**config.mk**
```make
export PLATFORM = sky130hd
export DESIGN_NAME = uart_cmd_decoder
export DESIGN_NICKNAME = d
export VERILOG_FILES = /design/src/rtl/mxv_cmd_pkg.sv /design/src/rtl/uart_cmd_decoder_start_stretcher.sv /design/src/rtl/uart_cmd_decoder.sv
export SDC_FILE = /design/constraint.sdc
export NUM_CORES = 1
export LEC_CHECK = 0
export CAP_MARGIN = 30
export CELL_PAD_IN_SITES_DETAIL_PLACEMENT = 1
export CELL_PAD_IN_SITES_GLOBAL_PLACEMENT = 1
export CORE_AREA = 2 2 166 168
export CTS_CLUSTER_DIAMETER = 80
export CTS_CLUSTER_SIZE = 20
export DETAILED_ROUTE_END_ITERATION = 6
export DIE_AREA = 0 0 168 170
export GPL_TIMING_DRIVEN = 0
export PLACE_DENSITY = 0.78
export SYNTH_ARGS = -nofsm -noshare
export SYNTH_HDL_FRONTEND = slang
export SYNTH_SLANG_ARGS = --single-unit
```
**constraint.sdc**
```tcl
create_clock -name clk -period 4.59 [get_ports clk]
set_clock_uncertainty 0.1 [all_clocks]
set_input_delay 0.918 -clock clk [delete_from_list [all_inputs] [get_ports clk]]
set_output_delay 0.918 -clock clk [all_outputs]
set_load 0.05 [all_outputs]
```
**src/rtl/mxv_cmd_pkg.sv**
```systemverilog
// Shared constants and FSM state type for the host command parser that feeds
// the matrix-vector datapath.
package mxv_cmd_pkg;

  localparam logic [7:0] SOF        = 8'hFE;
  localparam logic [7:0] EOF        = 8'hEF;
  localparam logic [7:0] CMD_SET_N  = 8'h01;
  localparam logic [7:0] CMD_START  = 8'h03;
  localparam logic [7:0] CMD_MATRIX = 8'h04;
  localparam logic [7:0] CMD_VECTOR = 8'h05;

  localparam int MAX_N_DEFAULT = 8;

  typedef enum logic [2:0] {
    ST_IDLE    = 3'd0,
    ST_LEN     = 3'd1,
    ST_CMD     = 3'd2,
    ST_PAYLOAD = 3'd3,
    ST_TAIL    = 3'd4
  } state_t;

endpackage

```
**src/rtl/uart_cmd_decoder_start_stretcher.sv**
```systemverilog
// Holds the start request high for START_HOLD cycles so the slow MxV clock
// domain is guaranteed to see it; re-triggers while busy are ignored.
module start_stretcher #(
  parameter int START_HOLD = 10_000
) (
  input  logic clk,
  input  logic reset,
  input  logic trigger,
  output logic start,
  output logic busy
);

  localparam int CW = $clog2(START_HOLD + 1);

  logic [CW-1:0] r_count;
  logic          r_start;

  // r_count holds the remaining high cycles after the current one.
  always_ff @(posedge clk) begin
    if (!reset) begin
      r_start <= 1'b0;
      r_count <= '0;
    end else if (trigger && !r_start) begin
      r_start <= 1'b1;
      r_count <= CW'(START_HOLD - 1);
    end else if (r_count != '0) begin
      r_count <= r_count - 1'b1;
    end else begin
      r_start <= 1'b0;
    end
  end

  assign start = r_start;
  assign busy  = r_start;

endmodule

```
**src/rtl/uart_cmd_decoder.sv**
```systemverilog
// Parses framed host commands (FE, L, CMD, payload, EF) from the UART receiver
// and drives the matrix FIFO, vector, matrix length and start of the MxV engine.
module uart_cmd_decoder
  import mxv_cmd_pkg::*;
#(
  parameter int WORD_LENGTH    = 8,
  parameter int MAX_N          = MAX_N_DEFAULT,
  parameter int START_HOLD     = 10_000,
  parameter int TIMEOUT_CYCLES = 500_000
) (
  input  logic                         clk,
  input  logic                         reset,
  input  logic [WORD_LENGTH-1:0]       rx_data,
  input  logic                         rx_valid,
  output logic                         clear_interrupt,
  output logic [WORD_LENGTH-1:0]       fifo_value,
  output logic                         fifo_push,
  output logic [MAX_N*WORD_LENGTH-1:0] vector,
  output logic [31:0]                  matrix_length,
  output logic                         start,
  output logic                         cmd_done,
  output logic                         frame_error,
  output state_t                       o_dbg_state
);

  localparam int TW = $clog2(TIMEOUT_CYCLES + 1);
  localparam int IW = (MAX_N > 1) ? $clog2(MAX_N) : 1;
  localparam logic [7:0] MAX_N_B = 8'(MAX_N);

  state_t                       r_state;
  logic [7:0]                   r_len;
  logic [7:0]                   r_cmd;
  logic [7:0]                   r_remain;
  logic [IW-1:0]                r_idx;
  logic [7:0]                   r_new_n;
  logic [MAX_N*WORD_LENGTH-1:0] r_shadow;
  logic [TW-1:0]                r_timeout;

  logic       w_accept;
  logic       w_busy;
  logic       w_start_trig;
  logic       w_cmd_ok;
  logic [7:0] w_n8;
  logic [7:0] w_n_sq;

  // A byte is taken only when the interrupt is not already being cleared;
  // the level is held by the UART through the clear cycle.
  assign w_accept = rx_valid && !clear_interrupt;

  assign w_n8   = matrix_length[7:0];
  assign w_n_sq = w_n8 * w_n8;

  // Required L is checked against the currently committed N.
  always_comb begin
    w_cmd_ok = 1'b0;
    case (rx_data)
      CMD_SET_N:  w_cmd_ok = (r_len == 8'd2);
      CMD_START:  w_cmd_ok = (r_len == 8'd1) && !w_busy;
      CMD_MATRIX: w_cmd_ok = (r_len == w_n_sq + 8'd1);
      CMD_VECTOR: w_cmd_ok = (r_len == w_n8 + 8'd1);
      default:    w_cmd_ok = 1'b0;
    endcase
  end

  assign w_start_trig = w_accept && (r_state == ST_TAIL) &&
                        (rx_data == EOF) && (r_cmd == CMD_START);

  always_ff @(posedge clk) begin
    if (!reset) begin
      r_state         <= ST_IDLE;
      r_len           <= '0;
      r_cmd           <= '0;
      r_remain        <= '0;
      r_idx           <= '0;
      r_new_n         <= '0;
      r_shadow        <= '0;
      r_timeout       <= '0;
      clear_interrupt <= 1'b0;
      fifo_push       <= 1'b0;
      fifo_value      <= '0;
      vector          <= '0;
      matrix_length   <= 32'(MAX_N);
      cmd_done        <= 1'b0;
      frame_error     <= 1'b0;
    end else begin
      clear_interrupt <= w_accept;
      fifo_push       <= 1'b0;
      cmd_done        <= 1'b0;
      frame_error     <= 1'b0;

      // Inter-byte timeout only runs while a frame is open.
      if (w_accept) begin
        r_timeout <= '0;
      end else if (r_state != ST_IDLE) begin
        if (r_timeout == TW'(TIMEOUT_CYCLES - 1)) begin
          frame_error <= 1'b1;
          r_state     <= ST_IDLE;
          r_timeout   <= '0;
        end else begin
          r_timeout <= r_timeout + 1'b1;
        end
      end

      if (w_accept) begin
        case (r_state)
          ST_IDLE: begin
            if (rx_data == SOF) r_state <= ST_LEN;
          end
          ST_LEN: begin
            r_len   <= rx_data;
            r_state <= ST_CMD;
          end
          ST_CMD: begin
            r_cmd    <= rx_data;
            r_remain <= r_len - 8'd1;
            r_idx    <= '0;
            r_shadow <= '0;
            if (!w_cmd_ok) begin
              frame_error <= 1'b1;
              r_state     <= ST_IDLE;
            end else if (r_len == 8'd1) begin
              r_state <= ST_TAIL;
            end else begin
              r_state <= ST_PAYLOAD;
            end
          end
          ST_PAYLOAD: begin
            r_remain <= r_remain - 8'd1;
            r_idx    <= r_idx + 1'b1;
            if (r_remain == 8'd1) r_state <= ST_TAIL;
            case (r_cmd)
              CMD_SET_N: begin
                if ((rx_data == 8'd0) || (rx_data > MAX_N_B)) begin
                  frame_error <= 1'b1;
                  r_state     <= ST_IDLE;
                end else begin
                  r_new_n <= rx_data;
                end
              end
              CMD_MATRIX: begin
                fifo_push  <= 1'b1;
                fifo_value <= rx_data;
              end
              CMD_VECTOR: begin
                r_shadow[r_idx*WORD_LENGTH +: WORD_LENGTH] <= rx_data;
              end
              default: ;
            endcase
          end
          ST_TAIL: begin
            r_state <= ST_IDLE;
            if (rx_data != EOF) begin
              frame_error <= 1'b1;
            end else begin
              cmd_done <= 1'b1;
              case (r_cmd)
                CMD_SET_N:  matrix_length <= {24'd0, r_new_n};
                CMD_VECTOR: vector        <= r_shadow;
                default: ;
              endcase
            end
          end
          default: r_state <= ST_IDLE;
        endcase
      end
    end
  end

  start_stretcher #(
    .START_HOLD (START_HOLD)
  ) u_start_stretcher (
    .clk     (clk),
    .reset   (reset),
    .trigger (w_start_trig),
    .start   (start),
    .busy    (w_busy)
  );

  assign o_dbg_state = r_state;

endmodule

```
==> results of run 1 <==
==> state kept, by name, summed over array words and instances, names as in the netlist, 3 cells and up <==
register / count
fifo_value: 8
matrix_length: 8
o_dbg_state: 3
r_cmd: 8
r_idx: 3
r_len: 8
r_new_n: 8
r_remain: 8
r_shadow: 64
r_timeout: 19
u_start_stretcher.r_count: 14
vector: 64
==> worst reg2reg max path, cell delays in order (launching register included) <==
cell and delay [ns]:
dfxtp_4 0.45, and2_4 0.19, xnor2_2 0.11, ha_1 0.16, a21oi_1 0.05, fa_1 0.49, inv_1 0.05, ha_1 0.27
inv_1 0.06, fa_1 0.53, inv_1 0.07, ha_4 0.28, nand2b_1 0.07, a21oi_2 0.17, xnor3_1 0.25, mux2_2 0.29
a32oi_2 0.22, nand4_1 0.17, a311oi_2 0.26
==> metrics by stage <==
stage | hold slack (ns) | total power [mW] | cells | utilization (%) | worst slack (ns)
after floorplan | 0.325 | 2.37 | 1242 | - | 0.0577
after global placement | 0.334 | 2.45 | 1676 | 42.3 | -0.422
after detailed placement | 0.344 | 2.47 | 1677 | 42.3 | -0.470
after CTS | 0.359 | 3.75 | 1695 | 43.9 | 0.0615
after global routing | 0.383 | 3.87 | 1695 | 44.1 | 0.00780
final | 0.355 | 3.72 | 1695 | 44.1 | 0.259
==> placed cells by master, fill, tap and decap left out, types with 21 or more instances in the layout <==
cell and instances:
o21ai_0 61, buf_4 26, nor2_1 105, clkbuf_1 60, xnor2_1 26, nand2_1 271
clkdlybuf4s50_1 93, xor2_1 21, inv_1 34, conb_1 24, nor3_1 22, a21oi_1 130
ha_1 22, nand3_1 31, dfxtp_1 213
==> cell type report <==
cell class	count	area [sq um]	area share [%]
clock inverter	4	35.0	0.298
multi-input combinational	896	4980	42.3
timing repair buffer	94	938	7.98
clock buffer	15	375	3.19
inverter	34	128	1.09
tap	341	427	3.63
sequential	220	4420	37.6
buffer	91	455	3.87
==> layer usage <==
layer,part of all wire [%],vias to the layer above,GRT usage [%]
met3,5.2,44,3.77
met1,45,4374,27.5
met4,2.6,0,5.97
met2,47,205,35.8
met5,0,-,0
li1,-,4334,-
==> kinds of logic (layout without fill, tap and decap cells) <==
| family | count (synthesis) | in the layout |
|---|---|---|
| AOI/OAI and AO/OA | 245 | 245 |
| xor gates and xnor gates | 51 | 51 |
| adders and majority gates | 30 | 30 |
| buffers and inverters | 126 | 238 |
| DFF | 220 | 220 |
| muxes | 19 | 19 |
| other | 1 | 24 |
| and+or+nand+nor | 527 | 527 |
==> where the power goes <==
group          switching, mW  total, mW  internal (mW)  leakage, nW
clock                  0.696       1.30          0.604        0.204
combinational          0.269      0.441          0.172         2.15
sequential            0.0377       1.98           1.95         1.78
total                   1.00       3.72           2.72         4.14
==> worst max-delay path by stage <==
| stage | start | endpoint | slack [ns] | cells past startpoint |
|---|---|---|---|---|
| floorplan | matrix_length[1]$_SDFFE_PN0P_ | o_dbg_state[0]$_SDFF_PN0_ | 0.06 | 18 |
| global placement | matrix_length[0]$_SDFFE_PN0P_ | o_dbg_state[0]$_SDFF_PN0_ | -0.42 | 19 |
| detailed placement | matrix_length[0]$_SDFFE_PN0P_ | o_dbg_state[0]$_SDFF_PN0_ | -0.47 | 19 |
| CTS | matrix_length[3]$_SDFFE_PN1P_ | o_dbg_state[0]$_SDFF_PN0_ | 0.06 | 19 |
| global route | matrix_length[3]$_SDFFE_PN1P_ | o_dbg_state[0]$_SDFF_PN0_ | 0.008 | 19 |
| finish | matrix_length[0]$_SDFFE_PN0P_ | o_dbg_state[0]$_SDFF_PN0_ | 0.26 | 18 |
==> what timing repair did <==
action,4_1_cts,5_1_grt
hold buffers,0,0
gates resized for setup,4,18
cloned,0,0
setup endpoints to repair,4,4
pin swaps,2,4
==> impl_results.md, run 1 <==
- Crit start category: flop
- Adder-Cell Fraction of Synth Area: 4.35%
- Worst R2R Setup Slack: 0.26 ns
- Fmax: 0.231 GHz
- I/O pin count: 123
- Leak: 4.14 nW
- Least-Margin Pin Slew: 0.960 ns
- Via count: 8957
- Initial DRT Pass Iterations: 6
- Compound-Gate Fraction of Synth Area: 14.1%
- Cell taking the most area after synthesis: dfxtp_1
- Pins Over Slew Limit: 0
- Final period util: 94.4%
- Setup crit end kind: flop
- Seq/Total Area, Yosys: 44.8%
- N_diodes: 0
- TritonCTS buffer count: 15
- Asr flop ratio synth: 0%
- Initial antenna violation count: 0
- Initial Util: 36.9%
- Die area: 28600 sq um
- RSZ-0062 raised after global routing: false
- Largest net degree at the start of global routing: 21
- Critical path type: reg -> reg
- WL/cell: 17.9 um
- CTS max path bufs: 3
- Post-Synth Simple-Gate Area: 24.1%
- Most used cell, CP: inv_1
- CTS Sinks: 220
- Bufs and invs on worst path: 3
- Peak VDD IR: 0.181 mV
- Initial DRC count: 590
- Hold Violations, Final: 0
- RR Endpoint: o_dbg_state[0]$_SDFF_PN0_
- Path depth of the worst reg2reg path: 18
- DIE HEIGHT: 170 um
- Worst-Skew Late Latency: 0.50 ns
- Drt via density: 5.28
- GRT Util Overall: 21.1%
- Hold EP: vector[36]$_SDFFE_PN0P_
- Placer Congestion: 0.848
- DP Area: 11300 sq um
- Post-CTS setup buffer count: 0
- Antenna Nets Post-Route: 0
- Max FO, Critical Path: 12
- Final instance area: 11800 sq um
- Cells along the critical path: and2_4 > xnor2_2 > ha_1 > a21oi_1 > fa_1 > inv_1 > ha_1 > inv_1 > fa_1 > inv_1 > ha_4 > nand2b_1 > a21oi_2 > xnor3_1 > mux2_2 > a32oi_2 > nand4_1 > a311oi_2
- Share of layout cells above drive strength 1: 5.98%
- Synth top cells by count: nand2_1, dfxtp_1, a21oi_1
- Synthesis-to-layout area growth: 19.6%
- Req. time, crit path: 4.89 ns
- CTS tree: built
- Post-synth EDFFs: 0
- Chip Width: 168 um
- Max incr delay on CP: 0.53 ns
- Count leader, synth: nand2_1
- # rows: 60
- Post-synthesis register bit count: 220
- Run status: complete, no violations
- Post-synthesis xor/xnor area fraction: 4.84%
- DP HPWL: 22000 um
- Synth area leaders: dfxtp_1, nand2_1, a21oi_1
- CP arrival: 4.63 ns
- Fin crit period: 4.33 ns
- Core area: 26700 sq um
- PD cells: 317 nW/um^2
- CP top delay family: adder cells
- Yosys warnings: 0
- Fillers: 3233
- Max transition margin: 35.1%
- HP Class: reg -> reg
- Mapped Area: 9830 sq um
- Share of the synthesized area in the top cell type: 44.8%
- Avg Inst Size Synth: 8.06 sq um
- Vias in the first global route: 9204
- Ys flop type: dfxtp_1
- First-pass GRT wire length: 48800 um
- Clock H-tree levels: 1
- Clk slew on worst S/H paths: 0.09 ns
- Mux contribution to synthesized area: 1.95%
- Distinct cell type count after synthesis: 60
- Hold Crit Depth: 2
- CTS root buffer: clkbuf_16
- Main combinational cell family by area after synthesis: simple AND/OR/NAND/NOR gates
- Cells after synthesis: 1219
- Post-route DRC: 0
- Gr ovfl total: 0
- Hold Path Origin: vector[36]$_SDFFE_PN0P_
- Max-Cap Viols: 0
- Setup TNS: 0 ns
- Port bufs: 93
- Nets@finish: 1393
- Slowest-stage cell, CP: fa_1
- RR Startpoint: matrix_length[0]$_SDFFE_PN0P_
- WL final: 30300 um
- Final Setup Violations: 0
(Power assumes the default switching activity.)
==> run 2: changes to the inputs <==
- ABC_CLOCK_PERIOD_IN_PS: not set -> 4590
- PLACE_DENSITY: 0.78 -> 0.87
==> impl_results.md, run 2 (synthesis gave the netlist of run 1 again) <==
- Worst-Skew Late Latency: 0.48 ns (-0.02 ns)
- Peak VDD IR: 0.164 mV (-9.6%)
- Gr ovfl total: 0 (unchanged)
- Least-Margin Pin Slew: 1.06 ns (+0.104 ns)
- Share of layout cells above drive strength 1: 6.47% (+0.48 points)
- Initial DRT Pass Iterations: 5 (-1)
- Clock H-tree levels: 1 (unchanged)
- Antenna Nets Post-Route: 0 (unchanged)
- Path depth of the worst reg2reg path: 16 (-2)
- Req. time, crit path: 4.88 ns (about the same)
- Hold EP: vector[17]$_SDFFE_PN0P_
- Most frequent cells in the layout: nand2_1, dfxtp_1, a21oi_1
- Pins Over Slew Limit: 0 (unchanged)
- Clk slew on worst S/H paths: 0.08 ns (about the same)
- Fmax: 0.227 GHz (-1.7%)
- Via count: 9191 (+2.6%)
- DP HPWL: 22300 um (+1.3%)
- CTS root buffer: clkbuf_16
- Cells along the critical path: buf_4 > nand2_1 > fa_1 > inv_1 > fa_1 > inv_1 > fa_1 > inv_1 > ha_1 > nor2_1 > a21oi_2 > xnor3_1 > mux2_4 > a32oi_2 > nand4_1 > a311oi_2
- Worst R2R Setup Slack: 0.18 ns (-0.07 ns)
- Core area: 26700 sq um (unchanged)
- CTS tree: built
- Critical path type: reg -> reg
- WL final: 30900 um (+2.0%)
- Port bufs: 93 (unchanged)
- Fin crit period: 4.41 ns (+0.0738 ns)
- Max-Cap Viols: 0 (unchanged)
- RR Endpoint: o_dbg_state[0]$_SDFF_PN0_
- DIE HEIGHT: 170 um (unchanged)
- Hold Violations, Final: 0 (unchanged)
- Final Util: 44.4% (+0.25 points)
- Setup crit end kind: flop
- First-pass GRT wire length: 48800 um (about the same)
- HP Class: reg -> reg
- Nets@finish: 1400 (+0.50%)
- Initial DRC count: 589 (-0.17%)
- Hold Path Origin: r_shadow[17]$_SDFFE_PN0P_
- Synthesis-to-layout area growth: 20.3%
- Final Setup Violations: 0 (unchanged)
- Crit start category: flop
- Biggest regs: r_shadow x64, vector x64, r_timeout x19
- Max transition margin: 28.5% (-6.7 points)
- RR Startpoint: matrix_length[2]$_SDFFE_PN0P_
- N_diodes: 0 (unchanged)
- Die area: 28600 sq um (unchanged)
- Placer Congestion: 0.911 (+7.5%)
- Largest net degree at the start of global routing: 21 (unchanged)
- I/O pin count: 123 (unchanged)
- Vias in the first global route: 9436 (+2.5%)
- WL/cell: 18.1 um (+1.6%)
- PD cells: 312 nW/um^2 (-1.5%)
- Commonest non-fill, non-tap cell in the layout: nand2_1
- Run status: complete, no violations
- Max FO, Critical Path: 10 (-2)
- GRT Util Overall: 21.0% (-0.022 points)
- CTS max path bufs: 3 (unchanged)
- Total power: 3.69 mW (-0.89%)
- Drt via density: 5.40 (+2.2%)
- Initial antenna violation count: 0 (unchanged)
- Slowest-stage cell, CP: fa_1
- Post-route DRC: 0 (unchanged)
- CP arrival: 4.69 ns (+0.06 ns)
- Initial Util: 36.9% (unchanged)
- Hold Crit Depth: 2 (unchanged)
- CTS Sinks: 220 (unchanged)
- Max incr delay on CP: 0.53 ns (about the same)
- # rows: 60 (unchanged)
- Final period util: 96.0% (+1.6 points)
- Chip Width: 168 um (unchanged)
- TritonCTS buffer count: 15 (unchanged)
- Leak: 4.16 nW (+0.57%)
-- run 2: changes by cell type in the layout (fill, tap and decap cells not counted), sizes merged --
cell,change
inv,-2
clkbuf,+1
clkinvlp,+1
buf,+7
-- run 2: worst max-delay path, delay by kind of cell (launching register included) --
family,cells,cell delay (ns)
muxes,1,0.33
AOI/OAI and AO/OA,3,0.63
xor gates and xnor gates,1,0.28
DFF,1,0.38
and+or+nand+nor,3,0.40
adders and majority gates,4,1.83
buffers and inverters,4,0.37
-- run 2: how the worst max path moves through the flow --
stage	cells past startpoint	startpoint	end	slack, ns
after floorplan	18	matrix_length[1]$_SDFFE_PN0P_	o_dbg_state[0]$_SDFF_PN0_	0.06
after global placement	19	matrix_length[0]$_SDFFE_PN0P_	o_dbg_state[0]$_SDFF_PN0_	-0.39
after detailed placement	19	matrix_length[0]$_SDFFE_PN0P_	o_dbg_state[0]$_SDFF_PN0_	-0.45
after CTS	19	matrix_length[3]$_SDFFE_PN1P_	o_dbg_state[0]$_SDFF_PN0_	0.11
after global routing	16	matrix_length[2]$_SDFFE_PN0P_	o_dbg_state[0]$_SDFF_PN0_	-0.02
final	16	matrix_length[2]$_SDFFE_PN0P_	o_dbg_state[0]$_SDFF_PN0_	0.18
-- run 2: power breakdown --
| part | leakage, nW | internal [mW] | switching [mW] |
|---|---|---|---|
| sequential | 1.78 | 1.95 | 0.0386 |
| combinational | 2.19 | 0.172 | 0.275 |
| clock | 0.197 | 0.600 | 0.659 |
| total | 4.16 | 2.72 | 0.973 |
-- run 2: what timing repair did --
action                     CTS  global route
setup endpoints to repair    4             3
buffers inserted             0             8
resized for setup            5            20
hold buffers                 0             0
pin swaps                    2             7
-- run 2: stage by stage --
stage	hold slack (ns)	cell area [sq um]	setup TNS [ns]	cells	setup WS, ns
after floorplan	0.325	9920	0	1242	0.0577
after global placement	0.336	11300	-1.08	1676	-0.390
after detailed placement	0.342	11300	-1.34	1676	-0.445
after CTS	0.356	11700	0	1694	0.110
after global routing	0.381	11800	-0.0183	1702	-0.0183
final	0.354	11800	0	1702	0.185
-- run 2: cell type report --
cell class,instances,area (sq um)
multi-input combinational,896,4990
clock inverter,3,28.8
inverter,34,128
buffer,91,455
clock buffer,16,379
fill,3224,14800
timing repair buffer,101,991
tap,341,427
sequential,220,4420
-- run 2: routing by layer --
| metal | vias to the layer above | wire length [um] | track usage, % |
|---|---|---|---|
| li1 | 4341 | - | - |
| met1 | 4549 | 13400 | 27.0 |
| met2 | 235 | 14800 | 36.3 |
| met3 | 66 | 1720 | 3.14 |
| met4 | 0 | 884 | 7.03 |
| met5 | - | 0 | 0 |
==> run 3: changes to the inputs <==
==> constraint.sdc (replaced) <==
create_clock -name clk -period 4.59 [get_ports clk]
set_clock_uncertainty 0.1 [all_clocks]
set_input_delay 0.459 -clock clk [delete_from_list [all_inputs] [get_ports clk]]
set_output_delay 0.459 -clock clk [all_outputs]
set_load 0.05 [all_outputs]
==> results of run 3 <==
The final DEF is identical to that of run 2. Status: complete, no violations.
Main changes from that run: hold slack 0.354 ns -> 0.295 ns; end point of the worst hold path vector[17]$_SDFFE_PN0P_ -> matrix_length[3]$_SDFFE_PN1P_
